`config.mk`:
```
export PLATFORM = sky130hd
export DESIGN_NAME = hash_cash_requester
export DESIGN_NICKNAME = d
export VERILOG_FILES = /design/src/rtl/hash_cash_pkg.sv /design/src/rtl/hash_cash_requester_occupancy.sv /design/src/rtl/hash_cash_requester.sv
export SDC_FILE = /design/constraint.sdc
export NUM_CORES = 1
export LEC_CHECK = 0
export ABC_AREA = 1
export ABC_CLOCK_PERIOD_IN_PS = 2700
export CAP_MARGIN = 20
export CORE_MARGIN = 5
export CORE_UTILIZATION = 42
export CTS_CLUSTER_DIAMETER = 100
export DETAILED_ROUTE_END_ITERATION = 12
export PLACE_DENSITY = 0.91
export RECOVER_POWER = 100
export SLEW_MARGIN = 0
export SYNTH_ARGS = -nofsm -noshare
export SYNTH_HDL_FRONTEND = slang
export SYNTH_SLANG_ARGS = --single-unit
```
`constraint.sdc`:
```
create_clock -name clk -period 2.7 [get_ports clk]
set_clock_uncertainty 0.2 [all_clocks]
set_input_delay 0.54 -clock clk [delete_from_list [all_inputs] [get_ports clk]]
set_output_delay 0.54 -clock clk [all_outputs]
set_load 0.1 [all_outputs]
```
`src/rtl/hash_cash_pkg.sv`:
```
// +----------------------------------------------------------------------+
// | hash_cash_pkg : shared op/status/state types for hash_cash_requester |
// | rev 1.0                                                              |
// +----------------------------------------------------------------------+
`default_nettype none

package hash_cash_pkg;

   typedef enum logic [1:0] {
      OP_READ   = 2'b00,
      OP_WRITE  = 2'b01,
      OP_DELETE = 2'b10,
      OP_RSVD   = 2'b11
   } op_t;

   typedef enum logic [1:0] {
      ST_OK     = 2'b00,
      ST_FULL   = 2'b01,
      ST_BAD_OP = 2'b10
   } status_t;

   typedef enum logic [2:0] {
      S_IDLE    = 3'd0,
      S_PROBE   = 3'd1,
      S_CAPTURE = 3'd2,
      S_DEL     = 3'd3,
      S_WR      = 3'd4,
      S_RESP    = 3'd5
   } state_t;

endpackage

`default_nettype wire

```
`src/rtl/hash_cash_requester_occupancy.sv`:
```
// +----------------------------------------------------------------------+
// | occupancy_counter : saturating live-entry counter with wrap flag     |
// | rev 1.0                                                              |
// +----------------------------------------------------------------------+
`default_nettype none

module occupancy_counter #(
   parameter int MAX = 128,
   parameter int CW  = $clog2(MAX + 1)
) (
   input  logic          clk,
   input  logic          reset_n,
   input  logic          inc_i,
   input  logic          dec_i,
   output logic [CW-1:0] count_o,
   output logic          wrap_err_o
);

   localparam logic [CW-1:0] MAX_C = CW'(MAX);

   logic [CW-1:0] count_q, count_d;
   logic          at_max, at_zero;

   assign at_max  = (count_q == MAX_C);
   assign at_zero = (count_q == '0);

   always_comb begin
      count_d    = count_q;
      wrap_err_o = 1'b0;
      if (inc_i && !dec_i) begin
         if (at_max) wrap_err_o = 1'b1;
         else        count_d    = count_q + 1'b1;
      end else if (dec_i && !inc_i) begin
         if (at_zero) wrap_err_o = 1'b1;
         else         count_d    = count_q - 1'b1;
      end
   end

   always_ff @(posedge clk or negedge reset_n) begin
      if (!reset_n) count_q <= '0;
      else          count_q <= count_d;
   end

   assign count_o = count_q;

endmodule

`default_nettype wire

```
`src/rtl/hash_cash_requester.sv`:
```
// +----------------------------------------------------------------------+
// | hash_cash_requester : READ/WRITE/DELETE front-end for a hash_cash    |
// | rev 1.0                                                              |
// +----------------------------------------------------------------------+
`default_nettype none

module hash_cash_requester
   import hash_cash_pkg::*;
#(
   parameter int DATA_WIDTH = 32,
   parameter int KEY_WIDTH  = 32,
   parameter int MEM_SIZE   = 128
) (
   input  logic                          clk,
   input  logic                          reset_n,
   input  logic                          req_valid_i,
   output logic                          req_ready_o,
   input  logic [1:0]                    req_op_i,
   input  logic [KEY_WIDTH-1:0]          req_key_i,
   input  logic [DATA_WIDTH-1:0]         req_data_i,
   output logic                          rsp_valid_o,
   input  logic                          rsp_ready_i,
   output logic                          rsp_hit_o,
   output logic [DATA_WIDTH-1:0]         rsp_data_o,
   output logic [1:0]                    rsp_status_o,
   output logic [$clog2(MEM_SIZE+1)-1:0] occupancy_o,
   output logic                          proto_err_o,
   output logic                          cache_cs_o,
   output logic                          cache_we_o,
   output logic                          cache_read_en_o,
   output logic                          cache_del_o,
   output logic [KEY_WIDTH-1:0]          cache_key_read_o,
   output logic [KEY_WIDTH-1:0]          cache_key_write_o,
   output logic [DATA_WIDTH-1:0]         cache_data_o,
   input  logic [DATA_WIDTH-1:0]         cache_data_i,
   input  logic                          cache_valid_i,
   input  logic [1:0]                    cache_error_i
);

   localparam int              OCC_W = $clog2(MEM_SIZE + 1);
   localparam logic [OCC_W-1:0] OCC_FULL = OCC_W'(MEM_SIZE);

   state_t                  state_q, state_d;
   op_t                     op_q, op_d;
   logic [KEY_WIDTH-1:0]    key_q, key_d;
   logic [DATA_WIDTH-1:0]   wdata_q, wdata_d;
   logic                    hit_q, hit_d;
   logic [DATA_WIDTH-1:0]   rdata_q, rdata_d;
   status_t                 status_q, status_d;
   logic                    proto_err_q, proto_err_d;
   logic                    occ_inc, occ_dec, occ_wrap;
   logic [OCC_W-1:0]        occ_count;
   logic                    unused_err_hi;

   assign unused_err_hi = cache_error_i[1];

   occupancy_counter #(.MAX(MEM_SIZE), .CW(OCC_W)) u_occ (
      .clk        (clk),
      .reset_n    (reset_n),
      .inc_i      (occ_inc),
      .dec_i      (occ_dec),
      .count_o    (occ_count),
      .wrap_err_o (occ_wrap)
   );

   always_comb begin
      state_d           = state_q;
      op_d              = op_q;
      key_d             = key_q;
      wdata_d           = wdata_q;
      hit_d             = hit_q;
      rdata_d           = rdata_q;
      status_d          = status_q;
      proto_err_d       = proto_err_q | occ_wrap;
      occ_inc           = 1'b0;
      occ_dec           = 1'b0;
      req_ready_o       = 1'b0;
      rsp_valid_o       = 1'b0;
      cache_cs_o        = 1'b0;
      cache_we_o        = 1'b0;
      cache_read_en_o   = 1'b0;
      cache_del_o       = 1'b0;
      cache_key_read_o  = '0;
      cache_key_write_o = '0;
      cache_data_o      = '0;
      case (state_q)
         S_IDLE: begin
            req_ready_o = 1'b1;
            if (req_valid_i) begin
               op_d     = op_t'(req_op_i);
               key_d    = req_key_i;
               wdata_d  = req_data_i;
               hit_d    = 1'b0;
               rdata_d  = '0;
               status_d = ST_OK;
               if (op_t'(req_op_i) == OP_RSVD) begin
                  status_d = ST_BAD_OP;
                  state_d  = S_RESP;
               end else begin
                  state_d  = S_PROBE;
               end
            end
         end
         S_PROBE: begin
            cache_cs_o       = 1'b1;
            cache_read_en_o  = 1'b1;
            cache_key_read_o = key_q;
            state_d          = S_CAPTURE;
         end
         S_CAPTURE: begin
            // Cache read data is registered, so it lands one cycle after the probe.
            hit_d   = cache_valid_i;
            rdata_d = (op_q == OP_READ && cache_valid_i) ? cache_data_i : '0;
            case (op_q)
               OP_WRITE: begin
                  if (cache_valid_i) begin
                     state_d = S_DEL;
                  end else if (occ_count == OCC_FULL) begin
                     status_d = ST_FULL;
                     state_d  = S_RESP;
                  end else begin
                     state_d  = S_WR;
                  end
               end
               OP_DELETE: state_d = cache_valid_i ? S_DEL : S_RESP;
               default:   state_d = S_RESP;
            endcase
         end
         S_DEL: begin
            // A replacing write frees the old slot first so the cache never sees a duplicate key.
            cache_cs_o        = 1'b1;
            cache_del_o       = 1'b1;
            cache_key_write_o = key_q;
            occ_dec           = 1'b1;
            state_d           = (op_q == OP_WRITE) ? S_WR : S_RESP;
         end
         S_WR: begin
            cache_cs_o        = 1'b1;
            cache_we_o        = 1'b1;
            cache_key_write_o = key_q;
            cache_data_o      = wdata_q;
            occ_inc           = 1'b1;
            if (cache_error_i[0]) proto_err_d = 1'b1;
            state_d           = S_RESP;
         end
         S_RESP: begin
            rsp_valid_o = 1'b1;
            if (rsp_ready_i) state_d = S_IDLE;
         end
         default: state_d = S_IDLE;
      endcase
   end

   always_ff @(posedge clk or negedge reset_n) begin
      if (!reset_n) begin
         state_q     <= S_IDLE;
         op_q        <= OP_READ;
         key_q       <= '0;
         wdata_q     <= '0;
         hit_q       <= 1'b0;
         rdata_q     <= '0;
         status_q    <= ST_OK;
         proto_err_q <= 1'b0;
      end else begin
         state_q     <= state_d;
         op_q        <= op_d;
         key_q       <= key_d;
         wdata_q     <= wdata_d;
         hit_q       <= hit_d;
         rdata_q     <= rdata_d;
         status_q    <= status_d;
         proto_err_q <= proto_err_d;
      end
   end

   assign rsp_hit_o    = hit_q;
   assign rsp_data_o   = rdata_q;
   assign rsp_status_o = status_q;
   assign occupancy_o  = occ_count;
   assign proto_err_o  = proto_err_q;

endmodule

`default_nettype wire

```
== Yosys cells after proc, flatten, opt, wreduce, memory -nomap -nowiden ==
Cells that the tools add are included.

* Register bits after elaboration: 113

* Add/sub/neg operators: 2
* Equality and inequality tests: 16
* Multiplexer cells: 39
* Bitwise operators: 1
* Reduce and logical (&&, ||, !) cells: 17

{| class="wikitable"
|+ Operators by type and width
! cell !! number
|-
| $mux W32 || 5
|-
| $pmux W32 S2 || 1
|-
| $mux W8 || 4
|-
| $pmux W3 S6 || 1
|-
| $mux W1 || 15
|-
| $mux W3 || 5
|-
| $ne A2 B2 Y1 const B || 6
|-
| $mux W2 || 5
|-
| $add A8 B1 Y8 const B || 1
|-
| $eq A8 B8 Y1 const B || 1
|-
| $logic_not A8 Y1 || 1
|-
| $sub A8 B1 Y8 const B || 1
|-
| $eq A3 B2 Y1 const B || 2
|-
| $eq A3 B3 Y1 const B || 2
|-
| $pmux W3 S2 || 1
|-
| $reduce_and A2 Y1 || 3
|-
| $reduce_and A5 Y1 || 1
|-
| $eq A2 B2 Y1 const B || 2
|-
| $pmux W2 S2 || 1
|-
| $reduce_bool A2 Y1 || 2
|-
| $eq A3 B1 Y1 const B || 1
|-
| $logic_and A1 B1 Y1 || 3
|-
| $logic_not A3 Y1 || 1
|-
| $reduce_and A3 Y1 || 1
|-
| other kinds (8) || 9
|}

== Depth between registers and ports, before layout ==
Gate-level depths: netlist (run 1).

* Depth in word-level cells: 9
* Mapped depth: 14
* Depth with buffers taken out: 14

== Hierarchy ==
A second synthesis (run 1) with hierarchy kept.

* Cells, all modules: 695
* Area, all modules: 5526.6 um^2

{| class="wikitable"
|+ By module, submodules not included
! module !! times used !! cells an instance !! area an instance (um^2)
|-
| hash_cash_requester || 1 || 594 || 4823.4
|-
| occupancy_counter || 1 || 101 || 703.2
|}

== Least setup slack after synthesis (run 1) ==
No wires, ideal clock.

* Path kind: flip-flop to output port
* From: register state_q[2]
* To: output cache_key_write_o[10]
* Data arrival time: 4.588 ns
* Setup slack: -2.628 ns
* Stages on the path, launching flop included: 5
* Path buffers: 1
* Cell sequence: dfrtp_1 > nor3_1 > nor2_1 > buf_2 > nor2_1

* Word-level cells in the longest chain between the ends: 3
* Elaborated cells between the ends (all ways): 4
* Those cells by class: eq/ne (2); mux (1); reduce/logical (1)

{| class="wikitable"
|+ RTL lines
! what !! RTL line !! source
|-
| from (decl) || hash_cash_requester.sv:43 || <nowiki>state_t state_q, state_d;</nowiki>
|-
| from (signal assigned) || hash_cash_requester.sv:165 || <nowiki>state_q <= state_d;</nowiki>
|-
| $eq A3 B3 Y1 / $eq A3 B2 Y1 (equally long branches) || hash_cash_requester.sv:86 || <nowiki>case (state_q)</nowiki>
|-
| $reduce_or A2 Y1 (no source line) * || -- ||
|-
| $mux W32 * || hash_cash_requester.sv:86 ||
|-
| to (decl) || hash_cash_requester.sv:33 || <nowiki>output logic [KEY_WIDTH-1:0] cache_key_write_o,</nowiki>
|}

Every way passes the cells marked *; elsewhere a longest branch is shown, timed or not.

== Final worst setup path (run 1) ==
* From: register state_q[0]
* To: output cache_key_write_o[14]

The elaborated chain is that of the path after synthesis.

==> summary.md, run 1 <==
| Metric | Value |
|---|---|
| Core ar. | 12620 sq um |
| Initial Util | 42.79% |
| Latest clock arrival within the worst-skew pair | 0.41 ns |
| Gr usage total | 26.57% |
| Dpl hpwl | 15000 microns |
| Final Cycle Share | 97.04% |
| Via count | 5588 |
| DRT Pass-1 Iters | 5 |
| CTS buffer count | 17 |
| Critical-path maximum fanout | 11 |
| Tmin final | 2.620 ns |
| DRC | 0 |
| Synth Warn # | 0 |
| Syn Std Cell Area | 5400 sq um |
| DRT antenna net count | 0 |
| Gpl congestion | 0.8941 |
| Pre-CTS WS | 0.1203 ns |
| Final Slew Violations | 0 |
| Post-synthesis sequential area ratio | 52.36% |
| Syn_nets | 817 |
| # fillers | 909 |
| Initial antenna violation count | 0 |
| Die width | 123.4 microns |
| Vias/cell | 4.885 |
| Maximum root-to-sink buffer count | 2 |
| Post-DP Area | 9699 sq um |
| Crit path launch type | flip-flop |
| MaxCap Viol Count | 0 |
| Crit. End Element | output port |
| Area leader, netlist | dfrtp_1 |
| Commonest cells in the netlist | nand2_1, inv_1, dfrtp_1 |
| Kind of critical path | reg -> out |
| CTS tree | built |
| Cells after synthesis | 700 |
| Clk root buf | clkbuf_16 |
| Synth top area cells | dfrtp_1, nand2_1, inv_1 |
| Worst path slowest cell | dfrtp_2 |
| DIE HEIGHT | 123.4 microns |
| Vias in the first global route | 5828 |
| Worst slew pin tran | 1.190 ns |
| Top-count cell post-synth | nand2_1 |
| Largest net degree at the start of global routing | 134 |
| Post-synth top area share | 52.36% |
| Critical Path Max Stage Delay | 0.45 ns |
| Setup ws final | 0.07981 ns |
| Clock sinks | 113 |
| Unrepaired setup endpoints after global routing | false |
| Worst Hold Class | reg -> reg |
| P&R area growth vs syn | 74.70% |
| Global-route wire length before repair | 30600 microns |
| Dominant synthesized flop cell | dfrtp_1 |
| Final WL | 20250 microns |
| Flip-flop and latch count after synthesis | 113 |
| # port buffers | 249 |
| Crit path buf inv count | 4 |
| Critical path, cell by cell | nor2_4, nand2_2, clkinvlp_4, nor2_4, buf_12, buf_16, nor2_4, buf_6 |
| FP Rows | 41 |
| CP most frequent cell | nor2_4 |
| Cell family with most CP delay | buffers and inverters |
| CTS H-Tree Depth | 4 |
| # nets final | 1076 |
| I/O pins | 251 |
| Synth Area per Inst | 7.715 sq um |
| CP required | 1.96 ns |
| EDFF count, synth | 0 |
| Total gr overflow | 0 |
| Die ar. | 15230 sq um |
| Endpoints failing hold | 0 |
| Slew headroom | 20.98% |
| Synth cell types | 24 |
| Status | finished clean |
| WL/cell | 17.70 microns |
| Initial DRC count | 288 |
| Clk slew on worst S/H paths | 0.06 ns |
| Async set-reset flop share out of synthesis | 100.0% |
| Crit path DAT | 1.88 ns |
| Ratio of cells with drive above 1 in the final layout | 28.29% |
| Cell area after layout | 9434 sq um |
| Final setup vio count | 0 |
| Fmax | 381.7 MHz |
| ANT cells | 0 |
| Hold WS | 0.2831 ns |
-- what timing repair did --
action,CTS,global route
cloned,1,0
pin swaps,1,2
endpoints found under the hold margin,35,0
hold buffers,1,0
endpoints found under the setup margin,49,37
resized for setup,5,2
setup buffers,2,2
-- worst reg2reg max path, delay by kind of cell (launching register included) --
kind | cells | cell delay, ns
buffers and inverters | 3 | 0.30
and+or+nand+nor | 10 | 0.90
DFF | 1 | 0.45
adders and majority gates | 2 | 0.60
-- routing by layer --
metal	share of wire, %	routed length [microns]	GRT usage (%)	vias up
met4	3.1	629	11.28	0
met2	51	10300	46.48	275
met3	8.6	1732	7.182	41
li1	-	-	-	2634
met1	37	7590	30.58	2638
met5	0	0	0	-
-- state kept, by name (all words and copies together), names as in the netlist --
signal,count
key_q,32
rsp_data_o,32
wdata_q,32
u_occ.count_o,8
state_q,3
op_q,2
rsp_status_o,2
proto_err_o,1
rsp_hit_o,1
-- cell type report --
class	count	area, sq um	share of cell area (%)
Tap cell	172	215.2	2.281
Clock inverter	13	152.6	1.618
Timing Repair Buffer	269	2760	29.26
Multi-Input combinational cell	431	2532	26.84
Inverter	127	490.5	5.199
Clock buffer	19	452.9	4.801
Sequential cell	113	2830	30.00
-- kinds of logic (layout without fill, tap and decap cells) --
logic type	after synthesis	in the layout	synth area share, %
AND/OR/NAND/NOR	308	308	22.59
flip-flops	113	113	52.36
AO/OA/AOI/OAI	107	107	9.963
XOR/XNOR	4	4	0.6487
adder cells (fa/ha/maj)	12	12	2.919
buffers and inverters	156	428	11.52
-- final timing paths --
check	startpoint	endpoint	cells after the start	slack, ns
min	proto_err_o	proto_err_o	1	0.28
min reg2reg	proto_err_o	proto_err_o	1	0.28
max in group asynchronous	reset_n	key_q[11]	3	0.39
min in group asynchronous	reset_n	key_q[17]	2	0.65
max reg2reg	state_q[0]	u_occ.count_o[5]	15	0.21
max	state_q[0]	cache_key_write_o[14]	8	0.08
-- metrics by stage --
stage                     utilization (%)  std cells  setup TNS (ns)
final                               74.76       1144               0
after global routing                74.76       1144               0
after CTS                           82.26       1142               0
after detailed placement            76.86       1106               0
after global placement              76.86       1106               0
after floorplan                         -        700          -16.18
-- placed cells by master (no fill, tap or decap), drive strengths merged, types with 2 or more instances in the layout --
| cell | n |
|---|---|
| clkbuf | 90 |
| nor2 | 114 |
| a21oi | 5 |
| clkinv | 4 |
| xor2 | 4 |
| clkinvlp | 4 |
| nor3 | 3 |
| bufinv | 2 |
| nand3 | 14 |
| nand2 | 171 |
| clkdlybuf4s50 | 102 |
| buf | 95 |
| inv | 130 |
| dfrtp | 113 |
| nand4 | 3 |
| o21ai | 101 |
| ha | 11 |
| nand3b | 2 |
Power of run 1 is left out: the tool's default activity adds up to more than one toggle a clock period on the data nets, which glitch-free logic cannot reach.
==> run 2: changes to the inputs <==
- CORE_MARGIN: 5 -> 2
==> run 2 against run 1 <==
Compared with the run above: design area grew 10%; clock-buffer cell count is 1 lower; sequential share of layout area is 2.9 points lower; global-route usage rose by 2.4 points; hold slack worse by 0.0037 ns; critical path type unchanged; highest routed layer unchanged.
==> summary.md, run 2 (synthesis gave the netlist of run 1 again) <==
| Metric | Value |
|---|---|
| Final Cycle Share | 97.68% (+0.63 points) |
| Endpoints failing hold | 0 (unchanged) |
| Maximum root-to-sink buffer count | 2 (unchanged) |
| Status | finished clean |
| Crit. End Element | output port |
| Via count | 5697 (+2.0%) |
| Crit path DAT | 1.90 ns (+0.02 ns) |
| Latest clock arrival within the worst-skew pair | 0.40 ns (about the same) |
| Commonest non-fill, non-tap cell in the layout | nand2_1 |
| Crit path launch type | flip-flop |
| Unrepaired setup endpoints after global routing | true |
| DRT Pass-1 Iters | 5 (unchanged) |
| # nets final | 1079 (+0.28%) |
| Total gr overflow | 0 (unchanged) |
| R2R depth | 16 (+1) |
| ANT cells | 0 (unchanged) |
| Critical Path Max Stage Delay | 0.41 ns (-0.04 ns) |
| DRC | 0 (unchanged) |
| CTS tree | built |
| Crit path buf inv count | 4 (unchanged) |
| Post-placement cell count | 1107 (+0.090%) |
| Worst path slowest cell | dfrtp_2 |
| Hold path cells | 1 (unchanged) |
| Die ar. | 13780 sq um (-9.5%) |
| Clock sinks | 113 (unchanged) |
| Largest net degree at the start of global routing | 134 (unchanged) |
| MaxCap Viol Count | 0 (unchanged) |
| Die width | 117.4 microns (-4.9%) |
| CTS buffer count | 17 (unchanged) |
| # port buffers | 249 (unchanged) |
| WL/cell | 16.97 microns (-4.1%) |
| Critical-path maximum fanout | 10 (-1) |
| Cell depth of the worst setup path | 7 (-1) |
| Cell family with most CP delay | buffers and inverters |
| Slew headroom | 44.75% (+24 points) |
| Clk root buf | clkbuf_16 |
| Kind of critical path | reg -> out |
| Finished Core Util | 82.91% (+8.1 points) |
| Gr usage total | 28.97% (+2.4 points) |
| CTS H-Tree Depth | 4 (unchanged) |
| Critical path, cell by cell | buf_4, nor3_4, nor2_4, buf_4, buf_12, nor2_4, buf_12 |
| Initial antenna violation count | 0 (unchanged) |
| Final setup vio count | 0 (unchanged) |
| Final WL | 19460 microns (-3.9%) |
| Core ar. | 12570 sq um (-0.41%) |
| Fmax | 379.2 MHz (-0.65%) |
| Vias/cell | 4.967 (+1.7%) |
| Tmin final | 2.637 ns (+0.01712 ns) |
| Clk slew on worst S/H paths | 0.06 ns (about the same) |
| Initial DRC count | 269 (-6.6%) |
| Dpl hpwl | 14650 microns (-2.3%) |
| Initial Util | 42.97% (+0.17 points) |
| Vias in the first global route | 5863 (+0.60%) |
| Global-route wire length before repair | 31420 microns (+2.7%) |
| Fin cells | 1147 (+0.26%) |
| DIE HEIGHT | 117.4 microns (-4.9%) |
| Worst Hold Class | reg -> reg |
| DRT antenna net count | 0 (unchanged) |
| Ratio of cells with drive above 1 in the final layout | 32.00% (+3.7 points) |
| P&R area growth vs syn | 92.96% |
| I/O pins | 251 (unchanged) |
| Gpl congestion | 0.8738 (-2.3%) |
| Commonest cells after routing, fill and taps aside | nand2_1, inv_1, dfrtp_1 |
| Worst slew pin tran | 0.8287 ns (-0.3617 ns) |
| Final Slew Violations | 0 (unchanged) |
| FP Rows | 41 (unchanged) |
| CP required | 1.96 ns (about the same) |
-- run 2: cell types whose count changed in the layout (fill, tap and decap cells not counted), moves of 8 or more --
cell      before  now
buf_4          5   56
nor2_2         2   22
clkbuf_1      11    0
clkbuf_2      38    1
nor2_1        45   25
buf_8          8    0
clkbuf_4      22    1
buf_12        30  108
buf_6         47    3
-- run 2: layout make-up --
| type | count | area (sq um) |
|---|---|---|
| timing repair buffer | 272 | 3660 |
| sequential | 113 | 2829 |
| multi-input combinational | 431 | 2606 |
| fill | 648 | 2148 |
| inverter | 127 | 490.5 |
| clock buffer | 18 | 439.2 |
| tap | 172 | 215.2 |
| clock inverter | 14 | 180.2 |
-- run 2: path summary, 6_finish.rpt --
kind,startpoint,end,slack (ns)
hold reg to reg,proto_err_o,proto_err_o,0.28
setup reg to reg,state_q[2],u_occ.count_o[7],0.18
min in group asynchronous,reset_n,rsp_status_o[0],0.55
hold / removal,proto_err_o,proto_err_o,0.28
setup / recovery,state_q[2],cache_key_write_o[21],0.06
max in group asynchronous,reset_n,key_q[18],0.37
-- run 2: through the flow --
step	worst slack, ns	hold WS (ns)	setup TNS (ns)	area (sq um)
final	0.06269	0.2794	0	10420
after global routing	-0.005258	0.3071	-0.01198	10420
after CTS	0.004008	0.2787	0	10400
after detailed placement	0.09908	0.2660	0	9719
after global placement	0.1549	0.2587	0	9719
after floorplan	-0.3599	0.04441	-16.18	6140
-- run 2: timing repair --
action | CTS | global route
endpoints found under the setup margin | 35 | 63
endpoints found under the hold margin | 27 | 0
hold buffers | 1 | 0
buffers inserted | 5 | 2
pin swaps | 3 | 4
gates cloned | 0 | 0
resized for setup | 0 | 7
-- run 2: layer usage --
layer | part of all wire, % | GRT usage [%] | up-vias
met4 | 3.2 | 12.73 | 0
met1 | 37 | 33.45 | 2728
met3 | 7.1 | 6.761 | 47
met2 | 53 | 51.28 | 271
met5 | 0 | 0 | -
li1 | - | - | 2651
Power of run 2 is left out for the same reason.
==> run 3: changes to the inputs <==
- CTS_CLUSTER_SIZE: not set -> 40
==> results of run 3 <==
The final DEF is identical to that of run 2; final timing and power are the same.
Power of run 3 is left out for the same reason.
